==> src/rtl/bft_leaf_injector.sv <==
`default_nettype none
// ============================================================================
// Module   : bft_leaf_injector
// Purpose  : Butterfly-fat-tree leaf transmitter. Buffers PE words in a FIFO
//            and presents them to the upward switch port until acknowledged.
//            Optional macro BFT_LOOPBACK_EN delivers self-addressed packets
//            locally instead of sending them to the network.
// Revision : 1.0
// ============================================================================
module bft_leaf_injector #(
    parameter int NUM_LEAVES = 16,
    parameter int LEAF_ADDR  = 0,
    parameter int DATA_WIDTH = 32,
    parameter int DEPTH      = 4
) (
    input  logic                                    clk,
    input  logic                                    reset_n,
    input  logic                                    in_valid_i,
    input  logic [$clog2(NUM_LEAVES)-1:0]           in_addr_i,
    input  logic [DATA_WIDTH-1:0]                   in_data_i,
    output logic                                    in_ready_o,
    output logic [$clog2(NUM_LEAVES)+DATA_WIDTH:0]  pkt_o,
    input  logic                                    net_ack_i,
    output logic                                    loop_valid_o,
    output logic [DATA_WIDTH-1:0]                   loop_data_o,
    output logic [15:0]                             tx_count_o,
    output logic                                    overflow_o
);

    localparam int A_W = $clog2(NUM_LEAVES);
    localparam int P_W = $clog2(DEPTH);
    localparam int C_W = P_W + 1;
    localparam logic [C_W-1:0] C_DEPTH = C_W'(DEPTH);

    typedef enum logic [0:0] {
        EMPTY   = 1'b0,
        PRESENT = 1'b1
    } state_t;

    if ((LEAF_ADDR < 0) || (LEAF_ADDR >= NUM_LEAVES)) begin : g_bad_leaf_addr
        $error("LEAF_ADDR out of range");
    end

    logic [A_W-1:0]        addr_mem [DEPTH];
    logic [DATA_WIDTH-1:0] data_mem [DEPTH];

    logic [P_W-1:0]  wr_ptr_q, wr_ptr_d;
    logic [P_W-1:0]  rd_ptr_q, rd_ptr_d;
    logic [C_W-1:0]  count_q, count_d;
    state_t          state_q, state_d;
    logic            in_ready_q, in_ready_d;
    logic            overflow_q, overflow_d;
    logic [15:0]     tx_count_q, tx_count_d;

    logic [A_W-1:0]        head_addr;
    logic [DATA_WIDTH-1:0] head_data;
    logic                  push;
    logic                  loop_pop;
    logic                  net_valid;
    logic                  net_pop;
    logic                  pop;

    assign head_addr = addr_mem[rd_ptr_q];
    assign head_data = data_mem[rd_ptr_q];

`ifdef BFT_LOOPBACK_EN
    // A self-addressed head never reaches the network; it leaves the FIFO at once.
    assign loop_pop     = (state_q == PRESENT) && (head_addr == A_W'(LEAF_ADDR));
    assign loop_valid_o = loop_pop;
    assign loop_data_o  = loop_pop ? head_data : '0;
`else
    assign loop_pop     = 1'b0;
    assign loop_valid_o = 1'b0;
    assign loop_data_o  = '0;
`endif

    assign push      = in_valid_i && in_ready_q;
    assign net_valid = (state_q == PRESENT) && !loop_pop;
    assign net_pop   = net_valid && net_ack_i;
    assign pop       = net_pop || loop_pop;

    always_comb begin
        wr_ptr_d   = push ? wr_ptr_q + P_W'(1) : wr_ptr_q;
        rd_ptr_d   = pop  ? rd_ptr_q + P_W'(1) : rd_ptr_q;
        count_d    = count_q;
        if (push && !pop) begin
            count_d = count_q + C_W'(1);
        end else if (!push && pop) begin
            count_d = count_q - C_W'(1);
        end
        state_d    = (count_d != '0) ? PRESENT : EMPTY;
        // Ready looks only at next occupancy, so an ack on a full buffer opens a slot a cycle later.
        in_ready_d = (count_d < C_DEPTH);
        overflow_d = overflow_q | (in_valid_i & ~in_ready_q);
        tx_count_d = net_pop ? tx_count_q + 16'd1 : tx_count_q;
    end

    always_ff @(posedge clk or negedge reset_n) begin
        if (!reset_n) begin
            wr_ptr_q   <= '0;
            rd_ptr_q   <= '0;
            count_q    <= '0;
            state_q    <= EMPTY;
            in_ready_q <= 1'b0;
            overflow_q <= 1'b0;
            tx_count_q <= '0;
        end else begin
            wr_ptr_q   <= wr_ptr_d;
            rd_ptr_q   <= rd_ptr_d;
            count_q    <= count_d;
            state_q    <= state_d;
            in_ready_q <= in_ready_d;
            overflow_q <= overflow_d;
            tx_count_q <= tx_count_d;
        end
    end

    always_ff @(posedge clk) begin
        if (push) begin
            addr_mem[wr_ptr_q] <= in_addr_i;
            data_mem[wr_ptr_q] <= in_data_i;
        end
    end

    assign pkt_o      = net_valid ? {1'b1, head_addr, head_data} : '0;
    assign in_ready_o = in_ready_q;
    assign overflow_o = overflow_q;
    assign tx_count_o = tx_count_q;

endmodule

`default_nettype wire

==> config.mk <==
export PLATFORM = sky130hd
export DESIGN_NAME = bft_leaf_injector
export DESIGN_NICKNAME = d
export VERILOG_FILES = /design/src/rtl/bft_leaf_injector.sv
export SDC_FILE = /design/constraint.sdc
export NUM_CORES = 1
export LEC_CHECK = 0
export BUFFER_PORTS_ARGS = -buffer_cell sky130_fd_sc_hd__buf_2
export CAP_MARGIN = 25
export CORE_ASPECT_RATIO = 0.75
export CORE_MARGIN = 2
export CORE_UTILIZATION = 25
export CTS_BUF_LIST = sky130_fd_sc_hd__clkbuf_4
export DETAILED_ROUTE_END_ITERATION = 8
export PLACE_DENSITY = 0.44
export SLEW_MARGIN = 15
export SYNTH_ARGS = -nofsm -noshare
export SYNTH_HDL_FRONTEND = slang
export SYNTH_SLANG_ARGS = --single-unit
==> constraint.sdc <==
create_clock -name clk -period 4 [get_ports clk]
set_input_delay 0.8 -clock clk [delete_from_list [all_inputs] [get_ports clk]]
set_output_delay 0.8 -clock clk [all_outputs]
set_load 0.05 [all_outputs]
==> results of run 1 <==
==> per-stage QoR <==
step / instance area [µm²] / power, µW / worst slack, ps / utilization
6_report: 8060 / 6140 / 627 / 0.297
5_1_grt: 8060 / 6470 / 417 / 0.297
4_1_cts: 8050 / 6250 / 498 / 0.297
3_5_place_dp: 7760 / 5210 / 1140 / 0.286
3_3_place_gp: 7680 / 5140 / 1130 / 0.283
2_1_floorplan: 7070 / 4520 / 1620 / -
==> synthesized netlist by cell type (2+ instances only) <==
master / number
ha_1: 7
mux2_2: 2
inv_1: 7
nand4_1: 5
edfxtp_1: 144
buf_4: 35
nand3_1: 6
nand2_1: 6
buf_6: 2
xnor2_1: 14
and2_1: 37
mux4_2: 36
and3_1: 8
clkbuf_1: 9
nor2_1: 6
dfrtp_1: 26
xor2_1: 5
buf_2: 3
o21ai_1: 2
==> layout make-up <==
type                    instances  area [µm²]  area share
well taps                     351         439      0.0545
multi-input cells             182        1740       0.216
clock inverters                15         170      0.0211
diodes                          1        2.50    0.000311
repair buffers                101         573      0.0711
clock buffers                  17         128      0.0158
inverters                       7        26.3     0.00326
flip-flops and latches        170        4980       0.618
==> state kept, by name (all words and copies together) (netlist names) <==
register,count
in_ready_o,1
tx_count_o,16
net_valid,1
rd_ptr_q,2
wr_ptr_q,2
overflow_o,1
addr_mem,16
data_mem,128
count_q,3
==> worst min-delay path by stage <==
stage                           to  slack (ps)  startpoint
floorplan               in_ready_o         450  count_q[2]
global placement        overflow_o         440  overflow_o
finish               tx_count_o[9]         270     reset_n
global route         tx_count_o[9]         250     reset_n
detailed placement      overflow_o         450  overflow_o
CTS                 tx_count_o[10]         220     reset_n
==> layer usage <==
metal  share of wire  track usage  vias to the layer above
li1                -            -                     1571
met1            0.46        0.136                     1775
met2            0.48        0.169                       93
met3           0.042       0.0308                       12
met4          0.0099       0.0284                        4
met5          0.0018            0                        -
==> critical path, cell delays in order (launching register included) <==
cell and delay, ps:
dfrtp_4 1000, mux4_2 640, and2_1 180, buf_2 200
==> cells by family (layout without fill, tap and decap cells) <==
family                     Yosys count  after routing  synth area share
and+or+nand+nor                     75             75            0.0643
AOI/OAI and AO/OA                    8              8           0.00702
adders and majority gates            7              7            0.0126
xor gates and xnor gates            20             20            0.0263
DFF                                170            170             0.716
buffers and inverters               56            140            0.0519
other                                1             34          0.000540
muxes                               39             39             0.121
==> power groups by stage <==
stage / clock [µW] / combinational (µW) / sequential (µW)
detailed placement: 0 / 2590 / 2610
floorplan: 0 / 2030 / 2490
finish: 1030 / 2550 / 2550
CTS: 1080 / 2600 / 2570
global route: 1160 / 2700 / 2610
global placement: 0 / 2540 / 2610
==> run_results.csv, run 1 <==
group,metric,value,unit
worst_setup_path,r2r-start,"net_valid",
worst_setup_path,critPathArrivalTime,2570,ps
die,die_x,197,µm
die,io_pins,128,
logic_synthesis,syn-cell-area,6950,µm²
cells_and_area,area_delta_synth_final,16.0,%
cells_and_area,layout_common_cells,"edfxtp_1, buf_2, and2_1",
sta,max_freq,0.296,GHz
logic_synthesis,synth_warnings,0,
pwr,p_clk_frac,0.168,
sta,hold_ws,273,ps
global_routing,antenna_found_initial,3,
cts,clock-sinks,170,
placement,dp_cells,811,
logic_synthesis,syn_inst,376,
min_path,hp-class,"input pin to asynchronous set/reset pin",
die,core-area,27100,µm²
routing,drt_iter0_drc,201,
logic_synthesis,yosys-top-cells-area,"edfxtp_1, mux4_2, dfrtp_1, buf_4, and2_1",
routing,vias_per_cell,4.09,
pwr,internal-power,3500,µW
logic_synthesis,synth_top_area_share,0.622,
logic_synthesis,synth_edf_count,144,
routing,routed_wl,14800,µm
worst_setup_path,r2r_slack,1800,ps
cells_and_area,fillers,2686,
sta,relSlewSlack,0.434,
routing,vias,3455,
cts,clock_latency,530,ps
die,die_y,148,µm
pwr,power_leakage,0.00294,µW
sta,fin_skew,18.3,ps
cts,cts_max_level,4,
worst_setup_path,critPathRequiredTime,3200,ps
worst_setup_path,criticalPathCategory,"register to primary output",
worst_setup_path,timing.rr.end,"tx_count_o[13]",
pwr,combPwrFrac,0.416,
cts,cts_buffer_depth,2,
cts,cts_hold_buf,0,
sta,hold_violations,0,
logic_synthesis,ys_types,35,
global_routing,grt_pass1_wl,22200,µm
worst_setup_path,reg2reg_depth,5,
sta,fin_crit,3370,ps
logic_synthesis,ys_seq_area_frac,0.716,
sta,worst_slew_pin_slew,849,ps
global_routing,grt_max_degree,39,
routing,wl_per_cell,17.5,µm
worst_setup_path,cp-end-kind,"primary output",
sta,rsz0062_at_grt,"false",
sta,fin_tns_setup,0,ps
pwr,power.share.sequential,0.416,
pwr,power.net_switching,2630,µW
logic_synthesis,ys.flop_type,"edfxtp_1",
placement,port_buffers,94,
cells_and_area,finalNetCount,526,
cells_and_area,drive_gt1_frac,0.364,
job,cap_violations,0,
worst_setup_path,endpoint,"pkt_o[32]",
worst_setup_path,start_kind,"register",
sta,fin_crit_sh,0.843,
logic_synthesis,syn_area_per_cell,18.5,µm²
worst_setup_path,cp_max_fo,38,
die,dieArea,29200,µm²
pwr,power_density,762,nW/µm²
routing,drt.antenna.violating_nets,0,
placement,routabilityCongestion,0.719,
pwr,vdd_drop_max,0.402,mV
worst_setup_path,critPathLaunch,"rd_ptr_q[0]",
cts,cts_setup_buffers,0,
routing,drtPass1Iterations,4,
cts,cts_tree,"built",
global_routing,overflow,0,
cts,numCtsBuffers,17,
cells_and_area,fin_cells,844,
die,initial_core_util,0.256,
sta,setup_viol,0,
die,rows,52,
logic_synthesis,async_flop_share,0.153,
cts,cts_resized,0,
run_status,status,"finished clean",
routing,drc,0,
logic_synthesis,yosys.area.top_type,"edfxtp_1",
logic_synthesis,ys_seq_elements,170,
cells_and_area,final_common_cell,"edfxtp_1",
cts,cts_root_buf,"clkbuf_4",
placement,place_hpwl,9490,µm
global_routing,grt_pass1_vias,3669,
sta,slew_violations,0,
pwr,swShare,0.429,
cts,clkTransAtPathRegs,150,ps
global_routing,grt_usage,0.104,
(Power assumes the default switching activity.)
==> run 2, diff against run 1 <==
--- a/config.mk
+++ b/config.mk
@@ -5,6 +5,7 @@
 export SDC_FILE = /design/constraint.sdc
 export NUM_CORES = 1
 export LEC_CHECK = 0
+export ABC_AREA = 1
 export BUFFER_PORTS_ARGS = -buffer_cell sky130_fd_sc_hd__buf_2
 export CAP_MARGIN = 25
 export CORE_ASPECT_RATIO = 0.75
==> constraint.sdc (replaced) <==
create_clock -name clk -period 3.5 [get_ports clk]
set_input_delay 0.7 -clock clk [delete_from_list [all_inputs] [get_ports clk]]
set_output_delay 0.7 -clock clk [all_outputs]
set_load 0.05 [all_outputs]
==> run_results.csv, run 2 <==
group,metric,value,unit
die,die_y,151,µm
sta,fin_crit_sh,0.893,
run_status,status,"finished clean",
worst_setup_path,crit_top_cell,"nor2_1",
logic_synthesis,synth_top_area_share,0.598,
die,rows,53,
sta,relSlewSlack,0.480,
die,core-area,28200,µm²
sta,max_freq,0.320,GHz
routing,vias_per_cell,4.11,
sta,fin_tns_setup,0,ps
global_routing,grt_pass1_wl,26400,µm
cells_and_area,regMostFlops,"data_mem",
cells_and_area,finalNetCount,771,
cts,clock_latency,590,ps
logic_synthesis,ys_types,28,
job,cap_violations,0,
cts,cts_max_level,4,
logic_synthesis,syn_area_per_cell,11.5,µm²
global_routing,globalRouteMet3Util,0.0318,
pwr,power_leakage,0.00315,µW
routing,drtPass1Iterations,4,
logic_synthesis,ys.flop_type,"edfxtp_1",
logic_synthesis,synthMuxAreaShare,0,
sta,setup_ws,373,ps
sta,hold_ws,117,ps
logic_synthesis,yosys.area_share.adder,0.0121,
routing,drt.antenna.violating_nets,0,
logic_synthesis,synthTopCellsByCount,"nor2_1, edfxtp_1, o21ai_0",
worst_setup_path,critPathLaunch,"rd_ptr_q[0]",
placement,place_hpwl,10300,µm
logic_synthesis,syn_inst,628,
die,initial_core_util,0.256,
worst_setup_path,cpPeakStageDelay,440,ps
cells_and_area,drive_gt1_frac,0.209,
cells_and_area,final_common_cell,"nor2_1",
sta,fin_crit,3130,ps
sta,worst_slew_pin_slew,779,ps
cells_and_area,fin_cells,1122,
cts,cts_setup_buffers,0,
routing,drt_iter0_drc,252,
worst_setup_path,critPathRequiredTime,2800,ps
cts,numCtsBuffers,17,
pwr,vdd_drop_max,0.568,mV
sta,hold_violations,0,
logic_synthesis,synth_top_family_by_area,"simple AND/OR/NAND/NOR gates",
global_routing,gr-usage-met2,0.175,
cells_and_area,layout_common_cells,"nor2_1, edfxtp_1, buf_2",
global_routing,top_usage_layer,"met2",
logic_synthesis,yosys.area_share.simple,0.133,
worst_setup_path,r2r-start,"wr_ptr_q[0]",
placement,dp_slack,875,ps
routing,routed_wl,17300,µm
logic_synthesis,yosys.area.top_type,"edfxtp_1",
logic_synthesis,synth_xor_area_frac,0.0133,
worst_setup_path,critPathArrivalTime,2430,ps
global_routing,grt_max_degree,74,
routing,drc,0,
cts,cts_buffer_depth,2,
die,die_x,200,µm
cts,cts_root_buf,"clkbuf_4",
die,io_pins,128,
placement,dp_cells,1090,
global_routing,grt_usage,0.117,
sta,rsz0062_at_grt,"false",
sta,setup_viol,0,
worst_setup_path,crit_slowest_cell,"buf_6",
worst_setup_path,criticalPathCategory,"register to primary output",
placement,routabilityCongestion,0.743,
sta,slew_violations,0,
worst_setup_path,start_kind,"register",
die,dieArea,30300,µm²
worst_setup_path,cp_max_fo,73,
cts,cts_tree,"built",
logic_synthesis,synth_warnings,0,
worst_setup_path,path_cells,"buf_6 -> nor2_1 -> nor2_1 -> o21ai_0 -> a21oi_1 -> buf_2",
logic_synthesis,syn-cell-area,7230,µm²
sta,fin_skew,24.7,ps
logic_synthesis,ys_seq_area_frac,0.688,
global_routing,grt_pass1_vias,4387,
cells_and_area,area_delta_synth_final,14.6,%
routing,wl_per_cell,15.4,µm
cells_and_area,largest_reg_flops,128,
cells_and_area,num_antenna_cells,0,
min_path,hp-class,"input pin to asynchronous set/reset pin",
cts,clock-sinks,170,
pwr,power_density,919,nW/µm²
worst_setup_path,cp-end-kind,"primary output",
routing,vias,4613,
logic_synthesis,yosys-top-cells-area,"edfxtp_1, dfrtp_1, nor2_1, o21ai_0, buf_4",
logic_synthesis,synth_most_common_cell,"nor2_1",
placement,port_buffers,94,
cells_and_area,fillers,2964,
global_routing,antenna_found_initial,1,
global_routing,use_met1,0.167,
logic_synthesis,async_flop_share,0.153,
cts,clkTransAtPathRegs,160,ps
logic_synthesis,synth_compound_area_frac,0.0771,
logic_synthesis,synth_edf_count,144,
logic_synthesis,ys_seq_elements,170,
global_routing,overflow,0,
run 2: layout make-up:
class,instances,area [µm²],share of cell area
flip-flops and latches,170,4980,0.600
well taps,385,482,0.0581
clock buffers,17,128,0.0154
inverters,32,125,0.0151
repair buffers,105,594,0.0717
clock inverters,15,128,0.0154
multi-input cells,398,1860,0.224
run 2: timing repair:
item                                    4_1_cts  5_1_grt
hold buffers                                  0        0
endpoints found under the setup margin        0        1
gates resized for setup                       0        1
run 2: worst max-delay path, delay by kind of cell (launching register included):
| kind | cells | cell delay, ps |
|---|---|---|
| AND/OR/NAND/NOR | 2 | 220 |
| AO/OA/AOI/OAI | 2 | 360 |
| buffers and inverters | 2 | 760 |
| flip-flops | 1 | 400 |
run 2: path summary, 6_finish.rpt:
check                                      end  depth (start not counted)  slack [ps]
worst max register to register  data_mem[2][8]                          5        1650
worst min-delay path             tx_count_o[9]                          1         120
min in group clk                addr_mem[1][1]                          1         320
max in group asynchronous          rd_ptr_q[0]                          1        2910
worst min register to register      overflow_o                          1         500
worst max-delay path                 pkt_o[31]                          6         370
run 2: kinds of logic after synthesis:
family                     after synthesis
other                                    1
xor gates and xnor gates                11
adders and majority gates                7
buffers and inverters                   92
and+or+nand+nor                        236
DFF                                    170
AOI/OAI and AO/OA                      111
run 2: metrics by stage:
stage	area, µm²	power (µW)	util
after global placement	8030	6650	0.284
after detailed placement	8030	6650	0.284
after global routing	8290	8130	0.294
final	8290	7620	0.294
after CTS	8290	7750	0.293
after floorplan	7350	5680	-
run 2: layer usage:
metal / wire (µm) / part of all wire
met3: 718 / 0.042
met2: 7430 / 0.43
met5: 16 / 0.00093
met4: 125 / 0.0072
met1: 8980 / 0.52
run 2: where the power goes:
part | total (µW) | internal [µW] | switching (µW)
registers | 2620 | 2490 | 129
logic | 3920 | 858 | 3060
clock network | 1080 | 351 | 733
